### src/rtl/jtframe_romrq_slot.sv
// ROM responder with a 2-entry line cache; fetches 32-bit lines from SDRAM on a miss.
// Hit: rom_ok one clock after request; miss: rom_ok 2 clocks after data_rdy. rom_cs held high is the backpressure.
module jtframe_romrq_slot #(
  parameter int AW = 18,
  parameter int DW = 8
) (
  input  logic          rst_n,
  input  logic          clk,
  input  logic [AW-1:0] rom_addr,
  input  logic          rom_cs,
  output logic          rom_ok,
  output logic [DW-1:0] rom_data,
  input  logic          flush,
  output logic          sdram_req,
  output logic [AW-1:0] sdram_addr,
  input  logic          sdram_ack,
  input  logic          data_rdy,
  input  logic [31:0]   data_read
);

  localparam int LW = (DW == 8) ? 2 : 1;
  localparam int TW = AW - LW;
  localparam int NL = 32 / DW;

  typedef enum logic [1:0] {IDLE, REQ, WAIT} state_t;

  state_t        state_q, state_d;
  logic [1:0]    valid_q;
  logic [TW-1:0] tag_q  [2];
  logic [31:0]   line_q [2];
  logic          victim_q;
  logic          discard_q, discard_d;
  logic [AW-1:0] req_addr_q, req_addr_d;
  logic          ok_q;
  logic [AW-1:0] ok_addr_q;
  logic [DW-1:0] data_q;

  logic [TW-1:0] cur_tag;
  logic          hit0, hit1, hit;
  logic [31:0]   sel_line;
  logic [DW-1:0] lane;
  logic          fill, fill_we;

  assign cur_tag = rom_addr[AW-1:LW];
  assign hit0    = valid_q[0] && (tag_q[0] == cur_tag);
  assign hit1    = valid_q[1] && (tag_q[1] == cur_tag);
  assign hit     = rom_cs && (hit0 || hit1);
  assign sel_line = hit1 ? line_q[1] : line_q[0];

  always_comb begin
    lane = '0;
    for (int i = 0; i < NL; i++) begin
      if (rom_addr[LW-1:0] == LW'(i)) lane = sel_line[i*DW +: DW];
    end
  end

  // ack and data_rdy together in REQ complete the transaction in one step
  always_comb begin
    state_d    = state_q;
    req_addr_d = req_addr_q;
    discard_d  = discard_q;
    fill       = 1'b0;
    case (state_q)
      IDLE: begin
        if (rom_cs && !hit) begin
          state_d    = REQ;
          req_addr_d = {cur_tag, {LW{1'b0}}};
          discard_d  = 1'b0;
        end
      end
      REQ: begin
        if (flush) discard_d = 1'b1;
        if (sdram_ack) begin
          if (data_rdy) begin
            fill    = 1'b1;
            state_d = IDLE;
          end else begin
            state_d = WAIT;
          end
        end
      end
      WAIT: begin
        if (flush) discard_d = 1'b1;
        if (data_rdy) begin
          fill    = 1'b1;
          state_d = IDLE;
        end
      end
      default: state_d = IDLE;
    endcase
  end

  // a flush anywhere in the transaction, including the fill cycle, drops the line
  assign fill_we = fill && !discard_q && !flush;

  always_ff @(posedge clk or negedge rst_n) begin
    if (!rst_n) begin
      state_q    <= IDLE;
      req_addr_q <= '0;
      discard_q  <= 1'b0;
    end else begin
      state_q    <= state_d;
      req_addr_q <= req_addr_d;
      discard_q  <= discard_d;
    end
  end

  always_ff @(posedge clk or negedge rst_n) begin
    if (!rst_n) begin
      valid_q   <= '0;
      victim_q  <= 1'b0;
      tag_q[0]  <= '0;
      tag_q[1]  <= '0;
      line_q[0] <= '0;
      line_q[1] <= '0;
    end else if (flush) begin
      valid_q  <= '0;
      victim_q <= 1'b0;
    end else if (fill_we) begin
      valid_q[victim_q] <= 1'b1;
      tag_q[victim_q]   <= req_addr_q[AW-1:LW];
      line_q[victim_q]  <= data_read;
      victim_q          <= ~victim_q;
    end
  end

  always_ff @(posedge clk or negedge rst_n) begin
    if (!rst_n) begin
      ok_q      <= 1'b0;
      ok_addr_q <= '0;
      data_q    <= '0;
    end else begin
      ok_q      <= hit && !flush;
      ok_addr_q <= rom_addr;
      if (hit) data_q <= lane;
    end
  end

  assign rom_ok     = ok_q && rom_cs && (rom_addr == ok_addr_q);
  assign rom_data   = data_q;
  assign sdram_req  = (state_q == REQ);
  assign sdram_addr = req_addr_q;

endmodule

### config.mk
export PLATFORM = sky130hd
export DESIGN_NAME = jtframe_romrq_slot
export DESIGN_NICKNAME = d
export VERILOG_FILES = /design/src/rtl/jtframe_romrq_slot.sv
export SDC_FILE = /design/constraint.sdc
export NUM_CORES = 1
export LEC_CHECK = 0
export ABC_AREA = 1
export BUFFER_PORTS_ARGS = -buffer_cell sky130_fd_sc_hd__buf_2
export CAP_MARGIN = 20
export CORE_UTILIZATION = 45
export DETAILED_ROUTE_END_ITERATION = 8
export SETUP_SLACK_MARGIN = 0.15
export SYNTH_ARGS = -nofsm -noshare
export SYNTH_HDL_FRONTEND = slang
export SYNTH_SLANG_ARGS = --single-unit
### constraint.sdc
create_clock -name clk -period 2.3 [get_ports clk]
set_input_delay 0.46 -clock clk [delete_from_list [all_inputs] [get_ports clk]]
set_output_delay 0.46 -clock clk [all_outputs]
set_load 0.02 [all_outputs]
Word level (Yosys, flattened, before mapping)
Index checks and enable logic that the tools add are counted.
{"block": "totals", "reg_bits": 145, "input_bits": 56, "out_inout_bits": 28, "wordCells": 84}
{"block": "classes", "magnitude_cmp": 4, "eq_ne": 12, "mux": 28, "n_bitwise": 4, "n_reduce_logical": 24}
{"op": "bitwise mux 64 bit", "count": 1}
{"op": "two-way mux 32 bit", "count": 2}
{"op": "bitwise mux 32 bit", "count": 1}
{"op": "demux 32 bit (select 1 bit)", "count": 1}
{"op": "equality test 16 bit", "count": 2}
{"op": "two-way mux 8 bit", "count": 4}
{"op": "equality test 18 bit", "count": 1}
{"op": "demux 16 bit (select 1 bit)", "count": 1}
{"op": "two-way mux 16 bit", "count": 1}
{"op": "two-way mux 2 bit", "count": 6}
{"op": "logical AND 1 bit", "count": 11}
{"op": "two-way mux 1 bit", "count": 7}
{"op": "equality test 2 bit, second input constant", "count": 3}
{"op": "one-hot mux 2 bit (3 select lines)", "count": 1}
{"op": "AND reduction 3 bit", "count": 2}
{"op": "equality test 2 x 1 -> 1 bit, second input constant", "count": 2}
{"op": "logical NOT 2 bit", "count": 2}
{"op": "!= test 2 x 1 -> 1 bit, second input constant", "count": 2}
{"op": "!= test 2 bit, second input constant", "count": 2}
{"op": "one-hot mux 1 bit (2 select lines)", "count": 2}
{"op": "AND reduction 2 bit", "count": 2}
{"op": "nonzero test 2 bit", "count": 2}
{"op": "logical NOT 1 bit", "count": 3}
{"op": "greater-or-equal comparator 2 bit, second input constant", "count": 1}
{"op": "9 further kinds", "count": 10}

Longest topological paths before layout
Gate-level depths: netlist (run 1).
{"block": "logic_depth", "word_depth": 8, "depth_mapped": 13, "depth_no_buf": 13}

Least setup slack after synthesis (run 1)
Ideal clock, no wire load.
{"block": "synth_path", "path_type": "in2out", "startpoint": "in rom_addr[4]", "endpoint": "out rom_ok", "arrival_time_ns": 1.394, "slack_ns": 0.446, "cell_stages": 4, "path_buffers": 0, "path_cell_list": "or2_2 > a221oi_1 > nand3_1 > nor2_1"}
{"block": "synth_between", "elab_chain_len": 2}
{"element": "start: declaration", "line": "9", "source": "input logic [AW-1:0] rom_addr,"}
{"element": "equality test 18 bit", "line": "139", "source": "assign rom_ok = ok_q && rom_cs && (rom_addr == ok_addr_q);"}
{"element": "logical AND 1 bit", "line": "139"}
{"element": "end: declaration", "line": "11", "source": "output logic rom_ok,"}
Every way passes these cells.

Worst setup path after layout (run 1)
{"block": "layout_path", "startpoint": "reg ok_addr_q[4]", "endpoint": "out rom_ok"}
{"block": "layout_between", "elab_chain_len": 2}
{"element": "start: declaration", "line": "35", "source": "logic [AW-1:0] ok_addr_q;"}
{"element": "start signal: assignment", "line": "134", "source": "ok_addr_q <= rom_addr;"}
{"element": "equality test 18 bit", "line": "139"}
{"element": "logical AND 1 bit", "line": "139"}
Every way passes these cells.

==> results of run 1 <==
-- per-layer routing --
layer / wire length [microns] / up-vias / GRT usage
li1: - / 3083 / -
met1: 9210 / 2824 / 0.3512
met2: 7328 / 164 / 0.3170
met3: 1173 / 8 / 0.06528
met4: 114 / 0 / 0.05190
met5: 0 / - / 0
-- critical path, delay by kind of cell (launching register included) --
family / cells / cell delay, ps
buffers and inverters: 1 / 140
and+or+nand+nor: 3 / 520
AOI/OAI and AO/OA: 1 / 300
DFF: 1 / 390
-- metrics by stage --
stage          power, mW  cells  TNS, ps  instance area, sq um  hold slack (ps)
2_1_floorplan      5.890    915        0                  7226            164.4
3_3_place_gp       6.687   1196        0                  7940            438.5
3_5_place_dp       6.736   1196        0                  7940            440.8
4_1_cts            9.647   1229        0                  8588            185.8
5_1_grt            10.26   1229   -28.65                  8588            189.4
6_report           9.566   1229        0                  8588            204.5
-- cells by family (layout without fill, tap and decap cells) --
| kind of cell | Yosys count | count (layout) | share of synthesized area |
|---|---|---|---|
| fa+ha+maj | 3 | 3 | 0.005198 |
| other cells | 1 | 2 | 0.0005193 |
| xor+xnor | 11 | 11 | 0.01334 |
| buf+inv | 159 | 262 | 0.08974 |
| flops | 145 | 145 | 0.5024 |
| simple gates | 441 | 441 | 0.2666 |
| compound gates | 154 | 154 | 0.1221 |
-- worst paths after layout --
path                                   start              to  cells after the start
worst min register to register   rom_data[3]     rom_data[3]                      2
worst max register to register     tag_q[28]     rom_data[5]                     10
worst min-delay path            rom_addr[15]   ok_addr_q[15]                      1
worst max-delay path            ok_addr_q[4]          rom_ok                      5
min in group asynchronous              rst_n  sdram_addr[14]                      2
max in group asynchronous              rst_n       line_q[2]                      3
-- state kept, by name (all words and copies together), names as in the netlist --
signal	count
discard_q	1
line_q	64
ok_addr_q	18
ok_q	1
rom_data	8
sdram_addr	16
state_q	2
tag_q	32
valid_q	2
victim_q	1
-- what timing repair did --
| item | CTS | global route |
|---|---|---|
| endpoints found under the hold margin | 46 | 0 |
| endpoints found under the setup margin | 1 | 1 |
| hold buffers | 1 | 0 |
| cloned | 0 | 0 |
| pin swaps | 4 | 0 |
| resized for setup | 6 | 0 |
-- cell usage after synthesis (2+ instances only) --
cell type	count
nand2_1	303
dfrtp_1	145
inv_1	121
o21ai_0	103
nor2_1	39
nand3_1	30
nand4_1	28
clkbuf_1	19
a21oi_1	16
nand2_2	16
o21ai_2	14
a22o_1	10
inv_2	9
xor2_1	8
nor3_1	7
nor2_2	4
o22ai_1	4
buf_1	3
ha_1	3
nor4_1	3
xnor2_1	3
a221oi_1	2
buf_12	2
buf_4	2
nand3_4	2
nor2_4	2
o21ai_1	2
or2_2	2
-- power by group through the flow --
| stage | Clock, mW | Combinational (mW) | Sequential [mW] |
|---|---|---|---|
| 4_1_cts | 2.92 | 2.82 | 3.91 |
| 2_1_floorplan | 0 | 1.91 | 3.98 |
| 6_report | 2.85 | 2.80 | 3.91 |
| 5_1_grt | 3.03 | 3.21 | 4.02 |
| 3_3_place_gp | 0 | 2.76 | 3.93 |
| 3_5_place_dp | 0 | 2.80 | 3.94 |
-- layout make-up --
type | instances | area [sq um]
sequential | 145 | 3628
clock inverter | 15 | 183.9
fill | 1549 | 6839
timing repair buffer | 99 | 605.6
multi-input combinational | 611 | 2987
clock buffer | 17 | 425.4
inverter | 131 | 494.2
tap | 211 | 264.0
==> summary.md, run 1 <==
| Metric | Value |
|---|---|
| Crit Path Category | reg -> out |
| DP Worst Slack | 53.52 ps |
| Antenna violations before repair | 0 |
| Status | finished clean |
| Critical path's largest stage delay | a little under 400 ps |
| CP Data Arrival Time | 1770 ps |
| Final count of negative-setup-slack endpoints | 0 |
| Total of max-cap violations | 0 |
| Clk pwr share | 0.298 |
| Post-route minimum period | 2234 ps |
| Power share of the combinational group | 0.293 |
| Avg Inst Size Synth | 7.901 sq um |
| Register-to-register setup slack | 410 ps |
| Ratio of final minimum period to clock period | 0.9711 |
| Layout cells sized above 1 | 0.1847 |
| Number of global-route vias before repair | between 5000 and 6000 |
| Syn Std Cell Area | around 7200 sq um |
| Pwr Density | ~1100 nW/um^2 |
| Commonest cells after routing, fill and taps aside | 302 x nand2_1, 145 x dfrtp_1, 121 x inv_1 |
| Min-delay worst type | in -> reg |
| # Post-CTS Setup Buffers | 0 |
| DRT antenna net count | 0 |
| Final Hold Vio Count | 0 |
| Cell Int Power | between 6 and 7 mW |
| Sw frac | 0.3626 |
| GRT Residual Overflow | 0 |
| Clk sinks | between 100 and 150 |
| Seq pwr share | 0.409 |
| Most used DFF post-synth | dfrtp_1 |
| Io pins | 84 |
| Top cell type's share of synthesized area | 0.5024 |
| DP HPWL | between 10 and 15 mm |
| Cell taking the most area after synthesis | dfrtp_1 |
| CP Launch Type | register |
| CTS tree | built |
| Final wirelength | roughly 18 mm |
| Initial DRC Count | around 430 |
| Setup crit end kind | output pin |
| Core area | about 15000 sq um |
| Yosys reg bits | between 100 and 150 |
| Clock Pin Slew Worst Setup and Hold Paths | around 60 ps |
| Final core utilization | 0.5567 |
| Ant diodes | 0 |
| Worst path cell trace | or2_4, a221oi_4, nand3_1, nor2_2, buf_6 |
| Port bufs | just over 80 |
| GP Congestion | 0.8929 |
| Max VDD drop | 0.6333 mV |
| Crit Path Max Fanout | 2 |
| Cells after synthesis | between 900 and 1000 |
| DIE WIDTH | around 130 microns |
| Synthesis-to-finish area growth | 18.92% |
| Row cnt | between 40 and 50 |
| Pre-antenna DRT Iters | 5 |
| CP required | ~1800 ps |
| P_sw | roughly 3.5 mW |
| Sequential share of the synthesized area | 0.5024 |
| RSZ-0062 raised after global routing | yes |
| Largest net degree at the start of global routing | 98 |
| Synth area leaders | dfrtp_1 50%, nand2_1 16%, o21ai_0 7.1% |
| Clock Path Buffers | 2 |
| H-tree depth | 4 |
| Wirelength per Cell | around 15 microns |
| Post-synth EDFFs | 0 |
| Slowest-stage cell, CP | dfrtp_1 |
| Nets | roughly 1100 |
| Clock insertion delay at the later pin of the skew report | between 400 and 500 ps |
| CTS Buf Count | 17 |
| Unique masters post-synth | 40 |
| Leading cell type in the layout, fill and taps excluded | nand2_1 |
| Clock Skews | between 7 and 8 ps |
| Die ar. | around 17000 sq um |
| Fin. max-slew vios | 0 |
| Vias | 6079 |
| LEAKAGE | ~4.6 nW |
| First-pass GRT wire length | between 20 and 30 mm |
| DR vias/cell | 4.946 |
| Clk root buf | clkbuf_16 |
| FMAX | approximately 0.45 GHz |
| Ys async rst share | 1.000 |
| Tot GR Track Use | 0.2292 |
| Syn. warnings | 0 |
| Setup WS post-layout | around 66 ps |
| # DRC | 0 |
| Initial Util | 0.4681 |
| Die height | between 100 and 150 microns |
(Power assumes the default switching activity.)
==> run 2: changes to the inputs <==
--- a/config.mk
+++ b/config.mk
@@ -10,6 +10,7 @@
 export CAP_MARGIN = 20
 export CORE_UTILIZATION = 45
 export DETAILED_ROUTE_END_ITERATION = 8
+export PLACE_DENSITY = 0.63
 export SETUP_SLACK_MARGIN = 0.15
 export SYNTH_ARGS = -nofsm -noshare
 export SYNTH_HDL_FRONTEND = slang
==> run 2 against run 1 <==
Net effect:
- design area up 0.57%
- core utilization up 0.32 points
- clock skew rose by 2.4 ps
- via count rose by 1.3%
- fmax rose by 0.34%
- clock power is 2% higher
==> summary.md, run 2 (synthesis results as in run 1) <==
| Metric | Value |
|---|---|
| Status | finished clean (unchanged) |
| Final core utilization | 0.5599 (was 0.5567) |
| Io pins | 84 (unchanged) |
| GP Congestion | 0.9263 (was 0.8929) |
| RSZ-0062 raised after global routing | yes (unchanged) |
| Ratio of final minimum period to clock period | 0.9679 (was 0.9711) |
| DR vias/cell | 4.988 (was 4.946) |
| Final wirelength | 17.99 mm (was 17.83 mm) |
| FMAX | 0.4492 GHz (was 0.4477 GHz) |
| DRT antenna net count | 0 (unchanged) |
| Leading cell type in the layout, fill and taps excluded | nand2_1 (unchanged) |
| Clock Skews | 9.456 ps (was 7.053 ps) |
| Die ar. | 16560 sq um (unchanged) |
| Largest net degree at the start of global routing | 78 (was 98) |
| Core area | 15430 sq um (unchanged) |
| Port bufs | 81 (unchanged) |
| Clk sinks | 145 (unchanged) |
| # DRC | 0 (unchanged) |
| Commonest cells after routing, fill and taps aside | 301 x nand2_1, 145 x dfrtp_1, 121 x inv_1 (was 302 x nand2_1, 145 x dfrtp_1, 121 x inv_1) |
| Slowest-stage cell, CP | dfrtp_1 (unchanged) |
| CP required | 1840 ps (about the same) |
| Worst path cell trace | or2_4, a221oi_4, nand3_1, nor2_2, buf_6 (unchanged) |
| LEAKAGE | 4.617 nW (was 4.589 nW) |
| Clk root buf | clkbuf_16 (unchanged) |
| Total of max-cap violations | 0 (unchanged) |
| Initial DRC Count | 630 (was 427) |
| Min-delay worst type | in -> reg (unchanged) |
| Ant diodes | 0 (unchanged) |
| Antenna violations before repair | 0 (unchanged) |
| Post-layout instance area | 8637 sq um (was 8588 sq um) |
| Critical path's largest stage delay | 380 ps (was 390 ps) |
| Vias | 6155 (was 6079) |
| Pwr Density | 1115 nW/um^2 (was 1114 nW/um^2) |
| Initial Util | 0.4681 (unchanged) |
| Post-DP Area | 7963 sq um (was 7940 sq um) |
| Final count of negative-setup-slack endpoints | 0 (unchanged) |
| Max VDD drop | 0.5865 mV (was 0.6333 mV) |
| Crit Path Category | reg -> out (unchanged) |
| Post-route minimum period | 2226 ps (was 2234 ps) |
| GRT Residual Overflow | 0 (unchanged) |
| H-tree depth | 4 (unchanged) |
| Most flop-heavy register | line_q (unchanged) |
| Largest regs | line_q: 64 flops, tag_q: 32 flops, ok_addr_q: 18 flops (unchanged) |
| Synthesis-to-finish area growth | 19.59% (was 18.92%) |
| Setup crit end kind | output pin (unchanged) |
| DP HPWL | 12.75 mm (was 12.68 mm) |
| Die height | 128.7 microns (unchanged) |
| Number of global-route vias before repair | 5797 (was 5533) |
| Pre-antenna DRT Iters | 7 (was 5) |
| Number of flip-flops under the largest register name | 64 (unchanged) |
| Total power | 9.634 mW (was 9.566 mW) |
| Final Hold Vio Count | 0 (unchanged) |
| CTS Buf Count | 17 (unchanged) |
| Layout cells sized above 1 | 0.1906 (was 0.1847) |
| Nets | 1069 (was 1064) |
| Crit Path Max Fanout | 2 (unchanged) |
| Fin. max-slew vios | 0 (unchanged) |
| Wirelength per Cell | 14.58 microns (was 14.51 microns) |
| DIE WIDTH | 128.7 microns (unchanged) |
| Tot GR Track Use | 0.2333 (was 0.2292) |
| Clock insertion delay at the later pin of the skew report | 430 ps (was 420 ps) |
| CP Launch Type | register (unchanged) |
| CP Data Arrival Time | 1770 ps (about the same) |
| Final setup TNS | 0 ps (unchanged) |
| First-pass GRT wire length | 29.59 mm (was 28.83 mm) |
| Register-to-register setup slack | 360 ps (was 410 ps) |
| Clock Path Buffers | 2 (unchanged) |
| Clock Pin Slew Worst Setup and Hold Paths | 60 ps (about the same) |
| CTS tree | built (unchanged) |
| Row cnt | 45 (unchanged) |
[run 2: changes by cell type in the layout (fill, tap and decap cells not counted)]
| cell | delta |
|---|---|
| buf_4 | +5 |
| clkinv_2 | -2 |
| clkinv_4 | -1 |
| inv_6 | +2 |
| inv_8 | +1 |
| nand2_1 | -1 |
| nand2_2 | +1 |
| nand3_2 | +1 |
| nand3_4 | -1 |
| o21ai_0 | -1 |
| o21ai_2 | +1 |
| or2_2 | -1 |
| or2_4 | +1 |
[run 2: metrics by stage]
stage / setup slack, ps / hold WS, ps / instances
global placement: 50.09 / 436.4 / 1200
floorplan: 446.3 / 164.4 / 915
finish: 73.87 / 190.6 / 1234
detailed placement: 63.09 / 437.2 / 1200
CTS: 44.99 / 178.3 / 1233
global route: -0.5164 / 179.7 / 1234
[run 2: final cells by class]
| class | instances | area, sq um |
|---|---|---|
| fillers | 1459 | 6790 |
| flip-flops and latches | 145 | 3628 |
| multi-input cells | 611 | 2988 |
| repair buffers | 104 | 643.1 |
| inverters | 131 | 494.2 |
| clock buffers | 17 | 425.4 |
| well taps | 211 | 264.0 |
| clock inverters | 15 | 193.9 |
[run 2: routing by layer]
layer	global-route usage	vias up	share of wire
met5	0	-	0
met2	0.3351	172	0.42
met4	0.06367	0	0.0097
li1	-	3087	-
met3	0.05114	14	0.057
met1	0.3532	2882	0.51
[run 2: where the power goes]
group          switching [mW]  internal [mW]  leakage [nW]
combinational            1.78           1.01          2.48
clock                    1.18           1.74         0.299
sequential              0.580           3.35          1.84
total                    3.53           6.10          4.62
[run 2: critical path, delay by kind of cell (launching register included)]
kind                   cells  cell delay (ps)
and+or+nand+nor            3              530
buffers and inverters      1              140
AOI/OAI and AO/OA          1              290
DFF                        1              380
[run 2: final timing paths]
kind | startpoint | endpoint | cells past startpoint
worst max-delay path | ok_addr_q[4] | rom_ok | 5
worst max register to register | tag_q[4] | sdram_addr[2] | 9
max in group asynchronous | rst_n | line_q[22] | 3
min in group asynchronous | rst_n | sdram_addr[13] | 2
worst min register to register | rom_data[5] | rom_data[5] | 2
worst min-delay path | rom_addr[15] | ok_addr_q[15] | 1
[run 2: what timing repair did]
action / CTS / global route
hold endpoints to repair: 13 / 0
hold buffers: 1 / 0
gates resized for setup: 7 / 3
pin swaps: 5 / 5
endpoints found under the setup margin: 1 / 1
buffers inserted: 0 / 1
==> run 3: changes to the inputs <==
--- a/config.mk
+++ b/config.mk
@@ -11,7 +11,6 @@
 export CORE_UTILIZATION = 45
 export DETAILED_ROUTE_END_ITERATION = 8
 export PLACE_DENSITY = 0.63
-export SETUP_SLACK_MARGIN = 0.15
 export SYNTH_ARGS = -nofsm -noshare
 export SYNTH_HDL_FRONTEND = slang
 export SYNTH_SLANG_ARGS = --single-unit
==> run 3 against run 2 <==
Net effect:
- flip-flop and latch count unchanged
- count of clock-buffer cells in the layout unchanged
- clock skew about the same
- sequential share of layout area about the same
- design area about the same
- sequential power about the same
- routed wire length about the same
- cell count unchanged
- non-clock buffer count unchanged
- first-iteration DRC count decreased by 0.48%
- largest power group unchanged
==> summary.md, run 3 (synthesis results as in run 1) <==
| Metric | Value |
|---|---|
| Die ar. | 16560 sq um (unchanged) |
| Fin. max-slew vios | 0 (unchanged) |
| Ant diodes | 0 (unchanged) |
| Crit Path Max Fanout | 2 (unchanged) |
| Largest regs | line_q: 64 flops, tag_q: 32 flops, ok_addr_q: 18 flops (unchanged) |
| Leading cell type in the layout, fill and taps excluded | nand2_1 (unchanged) |
| Register-to-register setup slack | 370 ps (was 360 ps) |
| Initial Util | 0.4681 (unchanged) |
| Worst Setup SP | ok_addr_q[4] (unchanged) |
| GRT Residual Overflow | 0 (unchanged) |
| Nets | 1069 (unchanged) |
| Setup WS post-layout | 53.89 ps (was 73.87 ps) |
| Worst Setup EP | rom_ok (unchanged) |
| Synthesis-to-finish area growth | 19.51% (was 19.59%) |
| Clock Pin Slew Worst Setup and Hold Paths | 70 ps (was 60 ps) |
| Setup crit end kind | output pin (unchanged) |
| Reg2reg path depth | 9 (unchanged) |
| Clk sinks | 145 (unchanged) |
| Crit Reg-Reg Endpoint | sdram_addr[2] (unchanged) |
| Clock insertion delay at the later pin of the skew report | 430 ps (about the same) |
| Clk root buf | clkbuf_16 (unchanged) |
| Number of global-route vias before repair | 5797 (unchanged) |
| Min-delay worst type | in -> reg (unchanged) |
| Placed cells | 1200 (unchanged) |
| DIE WIDTH | 128.7 microns (unchanged) |
| Vias | 6164 (was 6155) |
| First-pass GRT wire length | 29.59 mm (unchanged) |
| CP required | 1840 ps (about the same) |
| RSZ-0062 raised after global routing | yes (unchanged) |
| Most flop-heavy register | line_q (unchanged) |
| CTS Buf Count | 17 (unchanged) |
| Pwr Density | 1116 nW/um^2 (was 1115 nW/um^2) |
| GP Congestion | 0.9263 (unchanged) |
| DR vias/cell | 4.995 (was 4.988) |
| Antenna violations before repair | 0 (unchanged) |
| Total power | 9.633 mW (was 9.634 mW) |
| Final wirelength | 18.00 mm (was 17.99 mm) |
| Hold slack | 189.7 ps (was 190.6 ps) |
| Row cnt | 45 (unchanged) |
| # DRC | 0 (unchanged) |
| FMAX | 0.4452 GHz (was 0.4492 GHz) |
| Ratio of final minimum period to clock period | 0.9766 (was 0.9679) |
| Total of max-cap violations | 0 (unchanged) |
| Port bufs | 81 (unchanged) |
| Largest net degree at the start of global routing | 78 (unchanged) |
| Tot GR Track Use | 0.2333 (unchanged) |
| Core area | 15430 sq um (unchanged) |
| FILL cells | 1461 (was 1459) |
| Layout cells sized above 1 | 0.1887 (was 0.1906) |
| CP Launch Type | register (unchanged) |
| Max VDD drop | 0.5867 mV (was 0.5865 mV) |
| DP HPWL | 12.75 mm (unchanged) |
| Io pins | 84 (unchanged) |
| FF-to-FF Start | tag_q[4] (unchanged) |
| Status | finished clean (unchanged) |
| H-tree depth | 4 (unchanged) |
| Final count of negative-setup-slack endpoints | 0 (unchanged) |
| Post-route minimum period | 2246 ps (was 2226 ps) |
| CP Data Arrival Time | 1790 ps (was 1770 ps) |
| Clock Path Buffers | 2 (unchanged) |
| Crit Path Category | reg -> out (unchanged) |
| DRT antenna net count | 0 (unchanged) |
| Fin cells | 1234 (unchanged) |
| Number of flip-flops under the largest register name | 64 (unchanged) |
| Pre-antenna DRT Iters | 5 (was 7) |
| LEAKAGE | 4.616 nW (was 4.617 nW) |
| CTS tree | built (unchanged) |
| Die height | 128.7 microns (unchanged) |
| Wirelength per Cell | 14.59 microns (was 14.58 microns) |
| Final core utilization | 0.5594 (was 0.5599) |
| Clock Skews | 9.134 ps (was 9.456 ps) |
| Initial DRC Count | 627 (was 630) |
| Commonest cells after routing, fill and taps aside | 302 x nand2_1, 145 x dfrtp_1, 121 x inv_1 (was 301 x nand2_1, 145 x dfrtp_1, 121 x inv_1) |
| DP Worst Slack | 63.09 ps (unchanged) |
| Final Hold Vio Count | 0 (unchanged) |
==> run 3: cell count changes in the layout (fill, tap and decap cells not counted) <==
cell	delta
nand2_2	-1
o21ai_0	+1
o21ai_2	-1
nand2_1	+1
==> run 3: worst min-delay path by stage <==
stage	startpoint	endpoint	slack (ps)	depth (start not counted)
6_report	rom_addr[15]	ok_addr_q[15]	190	1
5_1_grt	rom_addr[15]	ok_addr_q[15]	180	1
4_1_cts	rom_addr[15]	ok_addr_q[15]	180	1
3_5_place_dp	rst_n	sdram_addr[14]	440	1
3_3_place_gp	rst_n	sdram_addr[14]	440	1
2_1_floorplan	rst_n	discard_q	160	0
==> run 3: stage by stage <==
stage                     TNS (ps)  cell area (sq um)
after floorplan                  0               7226
after global placement           0               7963
after detailed placement         0               7963
after CTS                        0               8621
after global routing        -20.01               8631
final                            0               8631
==> run 3: final cells by class <==
type / instances / area [sq um] / share of cell area
clock buffers: 17 / 425.4 / 0.04929
clock inverters: 15 / 193.9 / 0.02247
inverters: 131 / 494.2 / 0.05726
multi-input cells: 611 / 2982 / 0.3455
flip-flops and latches: 145 / 3628 / 0.4204
well taps: 211 / 264.0 / 0.03059
repair buffers: 104 / 643.1 / 0.07451
==> run 3: repair_timing <==
action	in CTS	in global routing
hold buffers	1	0
setup endpoints to repair	1	1
endpoints found under the hold margin	13	0
setup buffers	0	1
resized for setup	6	1
pin swaps	3	3
==> run 3: critical path, stage by stage (launching register included) <==
cell	delay, ps
dfrtp_1	380
or2_4	240
a221oi_4	310
nand3_1	120
nor2_2	170
buf_6	140
==> run 3: report_power, final <==
group / switching (mW) / total, mW / leakage [nW] / internal [mW]
logic: 1.78 / 2.79 / 2.48 / 1.01
registers: 0.579 / 3.93 / 1.84 / 3.35
clock network: 1.18 / 2.92 / 0.299 / 1.74
==> run 3: layer usage <==
| layer | GRT usage | up-vias | share of wire |
|---|---|---|---|
| li1 | - | 3088 | - |
| met1 | 0.3532 | 2874 | 0.51 |
| met2 | 0.3351 | 186 | 0.42 |
| met3 | 0.05114 | 16 | 0.061 |
| met4 | 0.06367 | 0 | 0.011 |
| met5 | 0 | - | 0 |
